`src/rtl/router_pkt_tx.sv`:
```
// Packet source for the router input port: header {len,addr}, payload bytes popped from a
// first-word-fall-through buffer, then an XOR parity byte. busy from the router stalls
// the byte currently on data_in.
// Optional build macro: ROUTER_PKT_TX_ERR_INJ_EN adds inject_err to corrupt the parity byte.
module router_pkt_tx #(
    parameter int unsigned GAP_CYCLES = 1,
    parameter int unsigned MAX_LEN    = 63
) (
    input  logic       clock,
    input  logic       reset,
    input  logic       start,
    input  logic [1:0] addr,
    input  logic [5:0] len,
    input  logic [7:0] pl_data,
    input  logic       busy,
`ifdef ROUTER_PKT_TX_ERR_INJ_EN
    input  logic       inject_err,
`endif
    output logic       ready,
    output logic       pl_rd,
    output logic       pkt_valid,
    output logic [7:0] data_in,
    output logic       done,
    output logic       req_err
);

    // IDLE itself supplies the first forced idle cycle: a start sampled in IDLE only
    // drives the header one edge later, so GAP has to cover the remaining cycles.
    localparam logic [3:0] GapLoad = (GAP_CYCLES > 0) ? 4'(GAP_CYCLES - 1) : 4'd0;
    localparam logic [6:0] MaxLen  = 7'(MAX_LEN);

    typedef enum logic [2:0] {StIdle, StHdr, StPld, StPar, StGap} state_e;

    state_e     state_q, state_d;
    logic [5:0] len_q, len_d;
    logic [5:0] cnt_q, cnt_d;
    logic [7:0] parity_q, parity_d;
    logic [7:0] data_q, data_d;
    logic       pkt_valid_q, pkt_valid_d;
    logic       done_q, done_d;
    logic       req_err_q, req_err_d;
    logic [3:0] gap_q, gap_d;
    logic       rd;
    logic       legal;
    logic [7:0] par_out;

`ifdef ROUTER_PKT_TX_ERR_INJ_EN
    logic inj_q, inj_d;
    assign par_out = inj_q ? ~parity_q : parity_q;
`else
    assign par_out = parity_q;
`endif

    assign ready     = (state_q == StIdle) && (gap_q == 4'd0);
    assign legal     = (addr != 2'd3) && (len != 6'd0) && ({1'b0, len} <= MaxLen);
    // A packet being flushed by reset must not pop a byte it will never send.
    assign pl_rd     = rd && !reset;
    assign pkt_valid = pkt_valid_q;
    assign data_in   = data_q;
    assign done      = done_q;
    assign req_err   = req_err_q;

    // Next-state, datapath updates and the payload pop strobe.
    always_comb begin
        state_d     = state_q;
        len_d       = len_q;
        cnt_d       = cnt_q;
        parity_d    = parity_q;
        data_d      = data_q;
        pkt_valid_d = pkt_valid_q;
        done_d      = 1'b0;
        req_err_d   = 1'b0;
        gap_d       = gap_q;
        rd          = 1'b0;
`ifdef ROUTER_PKT_TX_ERR_INJ_EN
        inj_d       = inj_q;
`endif
        unique case (state_q)
            StIdle: begin
                if (start && ready) begin
                    if (legal) begin
                        state_d     = StHdr;
                        len_d       = len;
                        cnt_d       = 6'd0;
                        data_d      = {len, addr};
                        parity_d    = {len, addr};
                        pkt_valid_d = 1'b1;
`ifdef ROUTER_PKT_TX_ERR_INJ_EN
                        inj_d       = inject_err;
`endif
                    end else begin
                        req_err_d = 1'b1;
                    end
                end
            end
            StHdr: begin
                if (!busy) begin
                    rd       = 1'b1;
                    data_d   = pl_data;
                    parity_d = parity_q ^ pl_data;
                    cnt_d    = 6'd1;
                    state_d  = StPld;
                end
            end
            StPld: begin
                if (!busy) begin
                    if (cnt_q < len_q) begin
                        rd       = 1'b1;
                        data_d   = pl_data;
                        parity_d = parity_q ^ pl_data;
                        cnt_d    = cnt_q + 6'd1;
                    end else begin
                        data_d      = par_out;
                        pkt_valid_d = 1'b0;
                        state_d     = StPar;
                    end
                end
            end
            StPar: begin
                if (!busy) begin
                    done_d  = 1'b1;
                    data_d  = 8'h00;
                    gap_d   = GapLoad;
                    state_d = (GapLoad == 4'd0) ? StIdle : StGap;
                end
            end
            StGap: begin
                gap_d = gap_q - 4'd1;
                if (gap_q <= 4'd1) begin
                    gap_d   = 4'd0;
                    state_d = StIdle;
                end
            end
            default: state_d = StIdle;
        endcase
    end

    // State and output registers with synchronous reset.
    always_ff @(posedge clock) begin
        if (reset) begin
            state_q     <= StIdle;
            len_q       <= 6'd0;
            cnt_q       <= 6'd0;
            parity_q    <= 8'h00;
            data_q      <= 8'h00;
            pkt_valid_q <= 1'b0;
            done_q      <= 1'b0;
            req_err_q   <= 1'b0;
            gap_q       <= 4'd0;
`ifdef ROUTER_PKT_TX_ERR_INJ_EN
            inj_q       <= 1'b0;
`endif
        end else begin
            state_q     <= state_d;
            len_q       <= len_d;
            cnt_q       <= cnt_d;
            parity_q    <= parity_d;
            data_q      <= data_d;
            pkt_valid_q <= pkt_valid_d;
            done_q      <= done_d;
            req_err_q   <= req_err_d;
            gap_q       <= gap_d;
`ifdef ROUTER_PKT_TX_ERR_INJ_EN
            inj_q       <= inj_d;
`endif
        end
    end

endmodule

```
`config.mk`:
```
export PLATFORM = sky130hd
export DESIGN_NAME = router_pkt_tx
export DESIGN_NICKNAME = d
export VERILOG_FILES = /design/src/rtl/router_pkt_tx.sv
export SDC_FILE = /design/constraint.sdc
export NUM_CORES = 1
export LEC_CHECK = 0
export BUFFER_PORTS_ARGS = -buffer_cell sky130_fd_sc_hd__buf_2
export CORE_UTILIZATION = 50
export DETAILED_ROUTE_END_ITERATION = 7
export PLACE_DENSITY = 0.78
export SYNTH_ARGS = -nofsm -noshare
export SYNTH_HDL_FRONTEND = slang
export SYNTH_SLANG_ARGS = --single-unit
```
`constraint.sdc`:
```
create_clock -name clock -period 2.1 [get_ports clock]
set_input_delay 0.315 -clock clock [delete_from_list [all_inputs] [get_ports clock]]
set_output_delay 0.315 -clock clock [all_outputs]
set_load 0.01 [all_outputs]
```
**After elaboration in Yosys (flattened, before gate mapping)**

Cells that the tools add are included.

- Register bits: 38
- Bits of input ports: 20
- Output and inout port bits: 13
- Logic and storage cells: 88

- Add/sub/neg operators: 2
- $lt $le $gt $ge: 2
- Equal/unequal tests: 13
- Muxes and demuxes: 38
- Bitwise logic cells: 4
- Reductions and logical operators: 20

Operator list:

| operator | count |
|---|---|
| 8-bit 2-to-1 mux | 9 |
| 8-bit case mux with 4 select lines | 1 |
| 6-bit 2-to-1 mux | 5 |
| 8-bit case mux with 3 select lines | 1 |
| 3-bit 2-to-1 mux | 7 |
| 6-bit case mux with 3 select lines | 1 |
| 2-bit inequality test (second input constant) | 8 |
| 3-bit case mux with 5 select lines | 1 |
| 6-bit AND reduction | 2 |
| 1-bit 2-to-1 mux | 8 |
| 4-bit 2-to-1 mux | 2 |
| 4-bit case mux with 2 select lines | 1 |
| 8-bit bitwise XOR | 1 |
| 7-bit AND reduction | 1 |
| 6-bit by 1-bit adder with 6-bit output (second input constant) | 1 |
| 3-bit by 2-bit equality test with 1-bit output (second input constant) | 2 |
| 6-bit less-than comparator | 1 |
| 6-bit nonzero test | 1 |
| 5-bit AND reduction | 1 |
| 4-bit by 1-bit less-or-equal comparator with 1-bit output (second input constant) | 1 |
| 1-bit logical AND | 4 |
| 4-bit zero test | 1 |
| 1-bit case mux with 2 select lines | 2 |
| 2-bit nonzero test | 2 |
| 13 further kinds | 15 |

**Longest topological paths before layout**

Gate-level depths: netlist of run 1.

- Word-level depth: 5
- Gate-level depth with buffers: 9
- Mapped depth without buffers: 8

**Worst setup path before layout of run 1**

OpenSTA, ideal clock, no wires.

- Path kind: register -> register
- Start: register state_q[0]
- End: register cnt_q[4]
- Library setup time: 0.117 ns
- Data arrival time: 1.942 ns
- Data required time: 1.983 ns
- Slack: 0.040 ns
- Cell stages (with the launch flop): 9
- Path buffers: 0
- Period minus slack after synthesis: 2.060 ns
- Path through: dfxtp_1 inv_1 ha_1 nor3b_2 a22oi_2 o2111ai_1 and2_4 a31o_1 a32o_1

- Longest elaborated chain between the ends: 5
- Elaborated cells on any way between the ends: 13
- Those cells by class: eq/ne (7); mux (1); reduce/logical (5)

Ends and longest elaborated chain:

| what | RTL line | source |
|---|---|---|
| start, declared | 34 | `state_e state_q, state_d;` |
| start signal, assigned | 141 | `state_q <= StIdle;` |
| start signal, assigned | 154 | `state_q <= state_d;` |
| 3-bit zero test | 54 | `assign ready = (state_q == StIdle) && (gap_q == 4'd0);` |
| 1-bit logical AND | 54 |  |
| named net ready | 19 | `output logic ready,` |
| 1-bit logical AND | 80 | `if (start && ready) begin` |
| 2-bit by 1-bit inequality test with 1-bit output (no source line) | - |  |
| 6-bit AND reduction (no source line) | - |  |
| end signal, assigned | 156 | `cnt_q <= cnt_d;` |
| end, declared | 36 | `logic [5:0] cnt_q, cnt_d;` |

The timed path passes the listed nets, and every way through them passes these cells.
A chain may end at the register's enable or synchronous reset.

**Worst setup path in the final report of run 1**

- Start: register len_q[4]
- End: output port pl_rd

- Longest elaborated chain between the ends: 5

Ends and longest elaborated chain:

| what | RTL line | source |
|---|---|---|
| start, declared | 35 | `logic [5:0] len_q, len_d;` |
| start signal, assigned | 155 | `len_q <= len_d;` |
| 6-bit less-than comparator | 107 | `if (cnt_q < len_q) begin` |
| 1-bit 2-to-1 mux | 107 |  |
| 1-bit 2-to-1 mux | 106 | `if (!busy) begin` |
| 1-bit case mux with 2 select lines | 78 | `unique case (state_q)` |
| 1-bit logical AND | 57 | `assign pl_rd = rd && !reset;` |
| end, declared | 20 | `output logic pl_rd,` |

No other way between the ends.

==> qor.txt, run 1 <==
GP Congestion -> 0.839
ys async rst share -> 0%
Final Cycle Share -> 102%
Hold Vio Cnt, Final -> 0
commonest non-fill, non-tap cells in the layout -> 32 x buf_2, 28 x dfxtp_1, 22 x nand2_1, 20 x buf_4, 18 x nor2_1
P_leak -> 1.05 nW
Pins Over Slew Limit -> 0
Clk Latency, worst-skew pair -> 290 ps
Post-Syn Area -> 2000 um2
crit path max fanout -> 3
Seq/Total Area, Yosys -> 33.0%
final hold slack -> 276 ps
Fmax -> 467 MHz
DR iter-0 viols -> 202
Mapped Avg Cell Area -> 8.54 um2
switching share of power -> 45.2%
Overflow after GRT -> 0
global routing's busiest layer -> met2
H-tree depth -> 2
Synth top area share -> 33.0%
Combinational Power Share -> 63.6%
Post-CTS Hold Buffers -> 0
EDFF count, synth -> 0
Syn Inst Count -> 234
CP Capture Type -> output port
Hold WC Path Type -> input port to flop
Port Buf Inserts -> 32
RSZ-0062 raised after global routing -> yes
global-route met3 utilization -> 7.12%
Final Instance Area -> 2530 um2
CP Launch Type -> flop
CP max stage delay -> 340 ps
Syn Nets -> 265
dpl cell area -> 2260 um2
ys flop type -> dfxtp_1
met2 GRT Util -> 42.7%
starting density of the core -> 53.4%
WHS Path Cells -> 3
Worst Hold End -> req_err
critical path arrival -> 1830 ps
total die area -> 4260 um2
drt total wl -> 5440 um
largest net degree at the start of global routing -> 15
Switch Pwr -> 1.66 mW
grt met1 use -> 31.7%
Final setup viols -> 3
area taken by multi-input logic gates -> 1310 um2
Setup TNS Final -> -66.4 ps
Clock power frac -> 12.9%
initial antenna violation count -> 0
Area Overhead vs Synth -> 26.5%
antenna fix cells -> 0
core footprint -> 3740 um2
top cells by area, synth -> dfxtp_1 33%, ha_1 6.9%, o21ai_0 5.3%
Flop pwr share -> 23.5%
Synth warnings -> 0
Worst-path clk slew -> 70 ps
CTS tree -> done
I/O pin count -> 33
die height -> 65.2 um
vias -> 2013
Critical-path top delay cell -> dfxtp_1
Worst R2R Setup Slack -> -20 ps
Synth Register Bits -> 33
vias in the first global route -> 1800
R2R depth -> 8
Routed WL per cell -> 16.4 um
sequential cell area -> 669 um2
commonest non-fill, non-tap cell in the layout -> buf_2
Min-Delay Startpoint -> start
final worst slack -> -43.0 ps
nets -> 314
Root Driver -> clkbuf_8
GRT Util Overall -> 26.2%
layout cells sized above 1 -> 38.7%
Clock Sinks -> 33
Post-Route Skew -> 10.7 ps
Fillers -> 311
crit-path cells -> inv_2 > ha_4 > nand4_1 > o21ai_4 > inv_2 > a21oi_2 > nor4b_2 > buf_2
cts bufs inserted -> 5
die span in x -> 65.2 um
DP Worst Slack -> 12.3 ps
WP data required -> 1780 ps
row count -> 22
Netlist cell types -> 48
worst-margin pin slew -> 413 ps
Power, Total -> 3.67 mW
CP most frequent cell -> inv_2
first-pass GRT wire length -> 8550 um
minimum clock period -> 2140 ps
critical path class -> flop to output port
relative slew slack -> 72.5%
clock buffer depth -> 2
# DRC -> 0
detailed-router iteration count before antenna repair -> 4
PD cells -> 1450 nW/um2
P_int -> 2.01 mW
Crit Reg-Reg Startpoint -> len_q[4]
peak supply drop -> 513 uV
largest area contributor in the netlist -> dfxtp_1
violated checks -> setup timing
status -> finished with violations
Via density -> 6.06
Max-cap violations -> 0
Antenna Nets Post-Route -> 0
hpwl dp -> 3720 um
worst r2r dst -> state_q[0]
==> per-layer routing <==
metal / routed length, um / vias up
met3: 428 / 9
met4: 90 / 0
met2: 2610 / 95
li1: - / 970
met1: 2310 / 939
met5: 0 / -
==> Yosys cell counts, types with 2 or more instances <==
cell type  count
a32o_1         4
nand4_1        2
a22oi_2        2
nor3b_1        3
clkbuf_1       5
o2111ai_1      2
nand2_1       23
and3_1         2
mux2_2         8
o21ai_0       21
nand4b_1       8
a32oi_1        8
nand3_1        2
clkbuf_8       2
a21oi_2        2
buf_4          2
a221oi_1       8
dfxtp_1       33
nor3_1         2
inv_1         20
a21oi_1       12
ha_1          11
buf_2          2
a31oi_1        8
nor2_1        19
==> worst max-delay path: cells and delay by family (launching register included) <==
kind                     cells  cell delay, ps
AO/OA/AOI/OAI                2             420
AND/OR/NAND/NOR              2             250
flip-flops                   1             340
buffers and inverters        3             270
adder cells (fa/ha/maj)      1             260
==> how the worst max path moves through the flow <==
stage / from / endpoint / slack (ps) / depth (start not counted)
2_1_floorplan: state_q[0] / cnt_q[4] / 40 / 8
3_3_place_gp: state_q[0] / par_out[5] / 50 / 9
3_5_place_dp: state_q[0] / par_out[0] / 10 / 9
4_1_cts: cnt_q[3] / pl_rd / -60 / 8
5_1_grt: len_q[4] / pl_rd / -100 / 8
6_report: len_q[4] / pl_rd / -40 / 8
==> power groups by stage <==
stage / logic (mW) / clock network (mW) / registers (mW)
floorplan: 1.36 / 0 / 0.879
global placement: 1.94 / 0 / 0.860
detailed placement: 1.99 / 0 / 0.866
CTS: 2.06 / 0.484 / 0.856
global route: 2.52 / 0.522 / 0.877
finish: 2.34 / 0.474 / 0.862
==> layout make-up <==
cell class | count | area share, %
Timing Repair Buffer | 54 | 13.2
Clock buffer | 5 | 2.72
Tap cell | 48 | 2.37
Inverter | 20 | 2.97
Multi-Input combinational cell | 169 | 51.6
Sequential cell | 33 | 26.5
Clock inverter | 3 | 0.692
==> logic make-up after synthesis <==
logic type,count (synthesis),share of synthesized area (%)
buffers and inverters,32,7.88
multiplexers,9,5.01
adder cells (fa/ha/maj),11,6.88
AO/OA/AOI/OAI,78,27.8
flip-flops,33,33.0
AND/OR/NAND/NOR,71,19.4
==> repair_timing <==
item / 4_1_cts / 5_1_grt
gates resized for setup: 13 / 26
setup endpoints to repair: 7 / 22
pin swaps: 5 / 9
gates cloned: 0 / 1
buffers inserted: 4 / 1
==> registers in the layout (all words and copies together) (netlist names) <==
register / cells
state_q: 2
par_out: 8
len_q: 6
cnt_q: 6
done: 1
req_err: 1
data_in: 8
pkt_valid: 1
==> stage by stage <==
stage | utilization, % | instances
floorplan | - | 234
global placement | 60.3 | 318
detailed placement | 60.3 | 318
CTS | 64.5 | 330
global route | 67.6 | 332
finish | 67.6 | 332
Power figures use the tool's default switching activity.
==> run 2: changes to the inputs <==
--- a/config.mk
+++ b/config.mk
@@ -7,8 +7,9 @@
 export LEC_CHECK = 0
 export BUFFER_PORTS_ARGS = -buffer_cell sky130_fd_sc_hd__buf_2
 export CORE_UTILIZATION = 50
+export CTS_CLUSTER_SIZE = 30
 export DETAILED_ROUTE_END_ITERATION = 7
-export PLACE_DENSITY = 0.78
+export PLACE_DENSITY = 0.75
 export SYNTH_ARGS = -nofsm -noshare
 export SYNTH_HDL_FRONTEND = slang
 export SYNTH_SLANG_ARGS = --single-unit
==> run 2 against run 1 <==
  * Critical path type unchanged
  * Global-route usage rose by 0.69 points
  * Power rose by 3.2%
  * Final area rose by 1.0%
  * Largest cell class unchanged
  * The run still ends with setup timing left
  * Flip-flop and latch count did not move
  * Utilization rose by 0.70 points
  * Wire length rose by 5.4%
  * Via count rose by 2.5%
  * Largest power group unchanged
  * Clock power rose by 3%
==> qor.txt, run 2 (synthesis results as in run 1) <==
commonest non-fill, non-tap cells in the layout -> 32 x buf_2, 28 x dfxtp_1, 24 x buf_4, 22 x nand2_1, 21 x o21ai_0
Hold Vio Cnt, Final -> 0 (unchanged)
Overflow after GRT -> 0 (unchanged)
Max-cap violations -> 0 (unchanged)
Flop pwr share -> 23.0% (-0.5 points)
GP Congestion -> 0.804 (-4.2%)
Crit Reg-Reg Startpoint -> len_q[5]
Clock power frac -> 12.9% (about the same)
Setup TNS Final -> -47.4 ps (+19.1 ps)
violated checks -> setup timing
Port Buf Inserts -> 32 (unchanged)
Area Overhead vs Synth -> 27.8%
Worst Setup SP -> len_q[5]
layout cells sized above 1 -> 39.1% (+0.37 points)
hpwl dp -> 3630 um (-2.3%)
drt total wl -> 5730 um (+5.4%)
total die area -> 4260 um2 (unchanged)
vias -> 2063 (+2.5%)
status -> finished with violations
clock buffer depth -> 2 (unchanged)
sequential cell area -> 669 um2 (unchanged)
nets -> 319 (+1.6%)
first-pass GRT wire length -> 8720 um (+2.0%)
die span in x -> 65.2 um (unchanged)
Fillers -> 313 (+0.64%)
Antenna Nets Post-Route -> 0 (unchanged)
largest net degree at the start of global routing -> 16 (+1)
Final Cycle Share -> 102% (-0.26 points)
detailed-router iteration count before antenna repair -> 4 (unchanged)
area taken by multi-input logic gates -> 1290 um2 (-1.1%)
R2R depth -> 10 (+2)
PD cells -> 1480 nW/um2 (+2.2%)
Min-Delay Startpoint -> start
antenna fix cells -> 0 (unchanged)
initial antenna violation count -> 0 (unchanged)
WP data required -> 1780 ps (about the same)
Finished Layout Cells -> 337 (+1.5%)
Util after Layout -> 68.3% (+0.70 points)
Pins Over Slew Limit -> 0 (unchanged)
Final Instance Area -> 2560 um2 (+1.0%)
Worst-path clk slew -> 70 ps (about the same)
Worst Hold End -> req_err
CP Launch Type -> flop
I/O pin count -> 33 (unchanged)
Final setup viols -> 3 (unchanged)
minimum clock period -> 2140 ps (-5.45 ps)
CTS tree -> done
CP Capture Type -> output port
peak supply drop -> 637 uV (+24%)
final hold slack -> 249 ps (-26.5 ps)
RSZ-0062 raised after global routing -> yes
Fmax -> 468 MHz (+0.26%)
Cells after DPL -> 316 (-0.63%)
P_leak -> 1.07 nW (+1.2%)
Worst R2R Setup Slack -> -10 ps (about the same)
final worst slack -> -37.5 ps (+5.45 ps)
switching share of power -> 44.7% (-0.49 points)
P_int -> 2.10 mW (+4.1%)
critical path class -> flop to output port
worst-margin pin slew -> 453 ps (+40.1 ps)
Clock Sinks -> 33 (unchanged)
die height -> 65.2 um (unchanged)
dpl cell area -> 2240 um2 (-0.66%)
Clk Latency, worst-skew pair -> 300 ps (about the same)
Combinational Power Share -> 64.1% (+0.5 points)
Root Driver -> clkbuf_8
# DRC -> 0 (unchanged)
cts bufs inserted -> 5 (unchanged)
critical path arrival -> 1820 ps (about the same)
commonest non-fill, non-tap cell in the layout -> buf_2
crit path max fanout -> 3 (unchanged)
starting density of the core -> 53.4% (unchanged)
Post-Route Skew -> 11.7 ps (+0.933 ps)
Switch Pwr -> 1.69 mW (+2.1%)
Hold WC Path Type -> input port to flop
worst r2r dst -> cnt_q[4]
vias in the first global route -> 1823 (+1.3%)
Routed WL per cell -> 17.0 um (+3.8%)
relative slew slack -> 69.8% (-2.6 points)
DR iter-0 viols -> 166 (-18%)
core footprint -> 3740 um2 (unchanged)
row count -> 22 (unchanged)
GRT Util Overall -> 26.9% (+0.69 points)
WHS Path Cells -> 3 (unchanged)
Via density -> 6.12 (+0.96%)
H-tree depth -> 2 (unchanged)
[run 2: cell count changes in the layout (fill, tap and decap cells not counted), sizes merged]
cell / before / now
buf: 54 / 59
[run 2: critical path, stage by stage, from the launching register on]
cell and delay (ps):
dfxtp_2 320, inv_2 50, ha_4 240, a21oi_2 120, o21a_1 200, o21ai_4 90, inv_2 80, a21oi_2 50
nor4b_2 200, buf_2 170
[run 2: metal layers]
metal  global-route usage, %  part of all wire, %
met5                       0                    0
met1                    33.3                   44
met4                    12.5                  2.6
met3                    6.77                  5.8
met2                    43.4                   48
[run 2: what timing repair did]
action | 4_1_cts | 5_1_grt
pin swaps | 8 | 10
endpoints found under the hold margin | 0 | 0
endpoints found under the setup margin | 8 | 23
hold buffers | 0 | 0
gates resized for setup | 15 | 16
setup buffers | 10 | 4
cloned | 0 | 0
[run 2: power by group through the flow]
stage / Clock (mW) / Combinational (mW) / Sequential, mW
floorplan: 0 / 1.36 / 0.879
global placement: 0 / 1.88 / 0.863
detailed placement: 0 / 1.92 / 0.869
CTS: 0.494 / 2.17 / 0.858
global route: 0.526 / 2.63 / 0.886
finish: 0.490 / 2.43 / 0.871
[run 2: worst max-delay path by stage]
stage | endpoint | cells after the start
floorplan | cnt_q[4] | 8
global placement | data_in[1] | 7
detailed placement | data_in[1] | 7
CTS | pl_rd | 8
global route | data_in[0] | 8
finish | pl_rd | 9
[run 2: area by class of cell]
type	count	area share, %
multi-input combinational	169	50.5
sequential	33	26.2
timing repair buffer	59	14.6
inverter	20	2.94
clock buffer	5	2.69
tap	48	2.35
clock inverter	3	0.685
[run 2: through the flow]
| stage | power [mW] | worst slack [ps] |
|---|---|---|
| after global routing | 4.05 | -139 |
| after global placement | 2.74 | -22.4 |
| final | 3.79 | -37.5 |
| after detailed placement | 2.79 | -35.7 |
| after CTS | 3.53 | -68.1 |
| after floorplan | 2.24 | 40.2 |
==> run 3: changes to the inputs <==
--- a/config.mk
+++ b/config.mk
@@ -13,3 +13,4 @@
 export SYNTH_ARGS = -nofsm -noshare
 export SYNTH_HDL_FRONTEND = slang
 export SYNTH_SLANG_ARGS = --single-unit
+export TNS_END_PERCENT = 20
==> run 3 against run 2 <==
  * The run still ends with setup timing left
  * Sequential power about the same
  * Worst setup slack lost 12 ps
  * Register-to-register slack barely moved
  * Combinational power barely moved
  * Largest power group unchanged
  * Largest cell class unchanged
  * Wire length is 2.6% lower
==> qor.txt, run 3 (synthesis results as in run 1) <==
violated checks -> setup timing
CP Capture Type -> output port
WP data required -> 1780 ps (about the same)
R2R depth -> 8 (-2)
DR iter-0 viols -> 213 (+28%)
GRT Util Overall -> 26.9% (unchanged)
PD cells -> 1480 nW/um2 (-0.46%)
total die area -> 4260 um2 (unchanged)
I/O pin count -> 33 (unchanged)
Antenna Nets Post-Route -> 0 (unchanged)
die span in x -> 65.2 um (unchanged)
Clock Sinks -> 33 (unchanged)
core footprint -> 3740 um2 (unchanged)
commonest non-fill, non-tap cells in the layout -> 32 x buf_2, 29 x dfxtp_1, 22 x nand2_1, 22 x buf_4, 21 x o21ai_0
Port Buf Inserts -> 32 (unchanged)
vias in the first global route -> 1823 (unchanged)
Finished Layout Cells -> 336 (-0.30%)
initial antenna violation count -> 0 (unchanged)
largest net degree at the start of global routing -> 16 (unchanged)
critical path arrival -> 1830 ps (about the same)
peak supply drop -> 635 uV (-0.28%)
layout cells sized above 1 -> 38.2% (-0.91 points)
die height -> 65.2 um (unchanged)
Fillers -> 311 (-0.64%)
WHS Path Cells -> 3 (unchanged)
P_leak -> 1.06 nW (-0.38%)
Clock power frac -> 13.0% (about the same)
Worst-path clk slew -> 80 ps (about the same)
antenna fix cells -> 0 (unchanged)
critical path class -> flop to output port
Setup TNS Final -> -56.8 ps (-9.42 ps)
nets -> 318 (-0.31%)
relative slew slack -> 68.1% (-1.7 points)
vias -> 2028 (-1.7%)
drt total wl -> 5580 um (-2.6%)
Final setup viols -> 3 (unchanged)
CTS tree -> done
Flop pwr share -> 23.1% (about the same)
starting density of the core -> 53.4% (unchanged)
Overflow after GRT -> 0 (unchanged)
Post-CTS Hold Buffers -> 0 (unchanged)
Power, Total -> 3.76 mW (-0.76%)
P_int -> 2.08 mW (-0.70%)
Post-Route Skew -> 10.2 ps (-1.40 ps)
crit path max fanout -> 3 (unchanged)
RSZ-0062 raised after global routing -> yes
Final Instance Area -> 2550 um2 (-0.29%)
clock buffer depth -> 2 (unchanged)
switching share of power -> 44.7% (about the same)
GP Congestion -> 0.804 (unchanged)
Hold Vio Cnt, Final -> 0 (unchanged)
hpwl dp -> 3630 um (unchanged)
Cells after DPL -> 316 (unchanged)
Hold WC Path Type -> input port to flop
Final Cycle Share -> 102% (+0.57 points)
commonest non-fill, non-tap cell in the layout -> buf_2
dpl cell area -> 2240 um2 (unchanged)
first-pass GRT wire length -> 8720 um (unchanged)
Util after Layout -> 68.1% (-0.20 points)
cts bufs inserted -> 5 (unchanged)
Combinational Power Share -> 63.9% (-0.2 points)
H-tree depth -> 2 (unchanged)
Switch Pwr -> 1.68 mW (-0.83%)
final worst slack -> -49.5 ps (-12.0 ps)
final hold slack -> 251 ps (+1.89 ps)
minimum clock period -> 2150 ps (+12.0 ps)
Area Overhead vs Synth -> 27.5%
status -> finished with violations
DP Worst Slack -> -35.7 ps (unchanged)
Pins Over Slew Limit -> 0 (unchanged)
Max-cap violations -> 0 (unchanged)
Root Driver -> clkbuf_8
detailed-router iteration count before antenna repair -> 6 (+2)
CP Launch Type -> flop
Fmax -> 465 MHz (-0.56%)
Clk Latency, worst-skew pair -> 300 ps (about the same)
Routed WL per cell -> 16.6 um (-2.3%)
worst-margin pin slew -> 478 ps (+25.1 ps)
# DRC -> 0 (unchanged)
Via density -> 6.04 (-1.4%)
row count -> 22 (unchanged)
## run 3: cell types whose count changed in the layout (fill, tap and decap cells not counted)
cell     change
buf_6        +1
nor2_1       +1
dfxtp_1      +1
dfxtp_2      -1
buf_4        -2
nor2_2       -1
## run 3: layout make-up
class                   count  area [um2]  share of cell area (%)
well taps                  48        60.1                    2.36
multi-input cells         169        1290                    50.6
clock buffers               5        68.8                    2.70
inverters                  20        75.1                    2.95
repair buffers             58         370                    14.5
clock inverters             3        17.5                   0.687
flip-flops and latches     33         668                    26.2
## run 3: per-layer routing
metal,GRT usage (%),vias up,share of wire (%)
met4,12.5,0,2.0
li1,-,983,-
met3,6.77,16,6.4
met2,43.4,73,47
met1,33.3,956,44
met5,0,-,0
## run 3: critical path, stage by stage (launching register included)
cell and delay (ps):
dfxtp_2 320, inv_2 40, ha_4 250, a21oi_2 120, o21a_1 200, o21ai_4 90
inv_2 80, a21oi_2 50, nor4b_2 210, buf_2 170
## run 3: final timing paths
| kind | to | slack [ps] | startpoint |
|---|---|---|---|
| setup / recovery | pl_rd | -50 | len_q[5] |
| hold reg to reg | data_in[0] | 450 | data_in[0] |
| hold / removal | req_err | 250 | start |
| setup reg to reg | data_in[6] | 0 | len_q[5] |
## run 3: timing repair
item / 4_1_cts / 5_1_grt
setup endpoints to repair: 8 / 23
pin swaps: 8 / 9
gates resized for setup: 15 / 15
setup buffers: 10 / 3
## run 3: power by group through the flow
stage | sequential [mW] | combinational [mW] | clock [mW]
floorplan | 0.879 | 1.36 | 0
global placement | 0.863 | 1.88 | 0
detailed placement | 0.869 | 1.92 | 0
CTS | 0.858 | 2.17 | 0.494
global route | 0.883 | 2.60 | 0.527
finish | 0.869 | 2.41 | 0.488
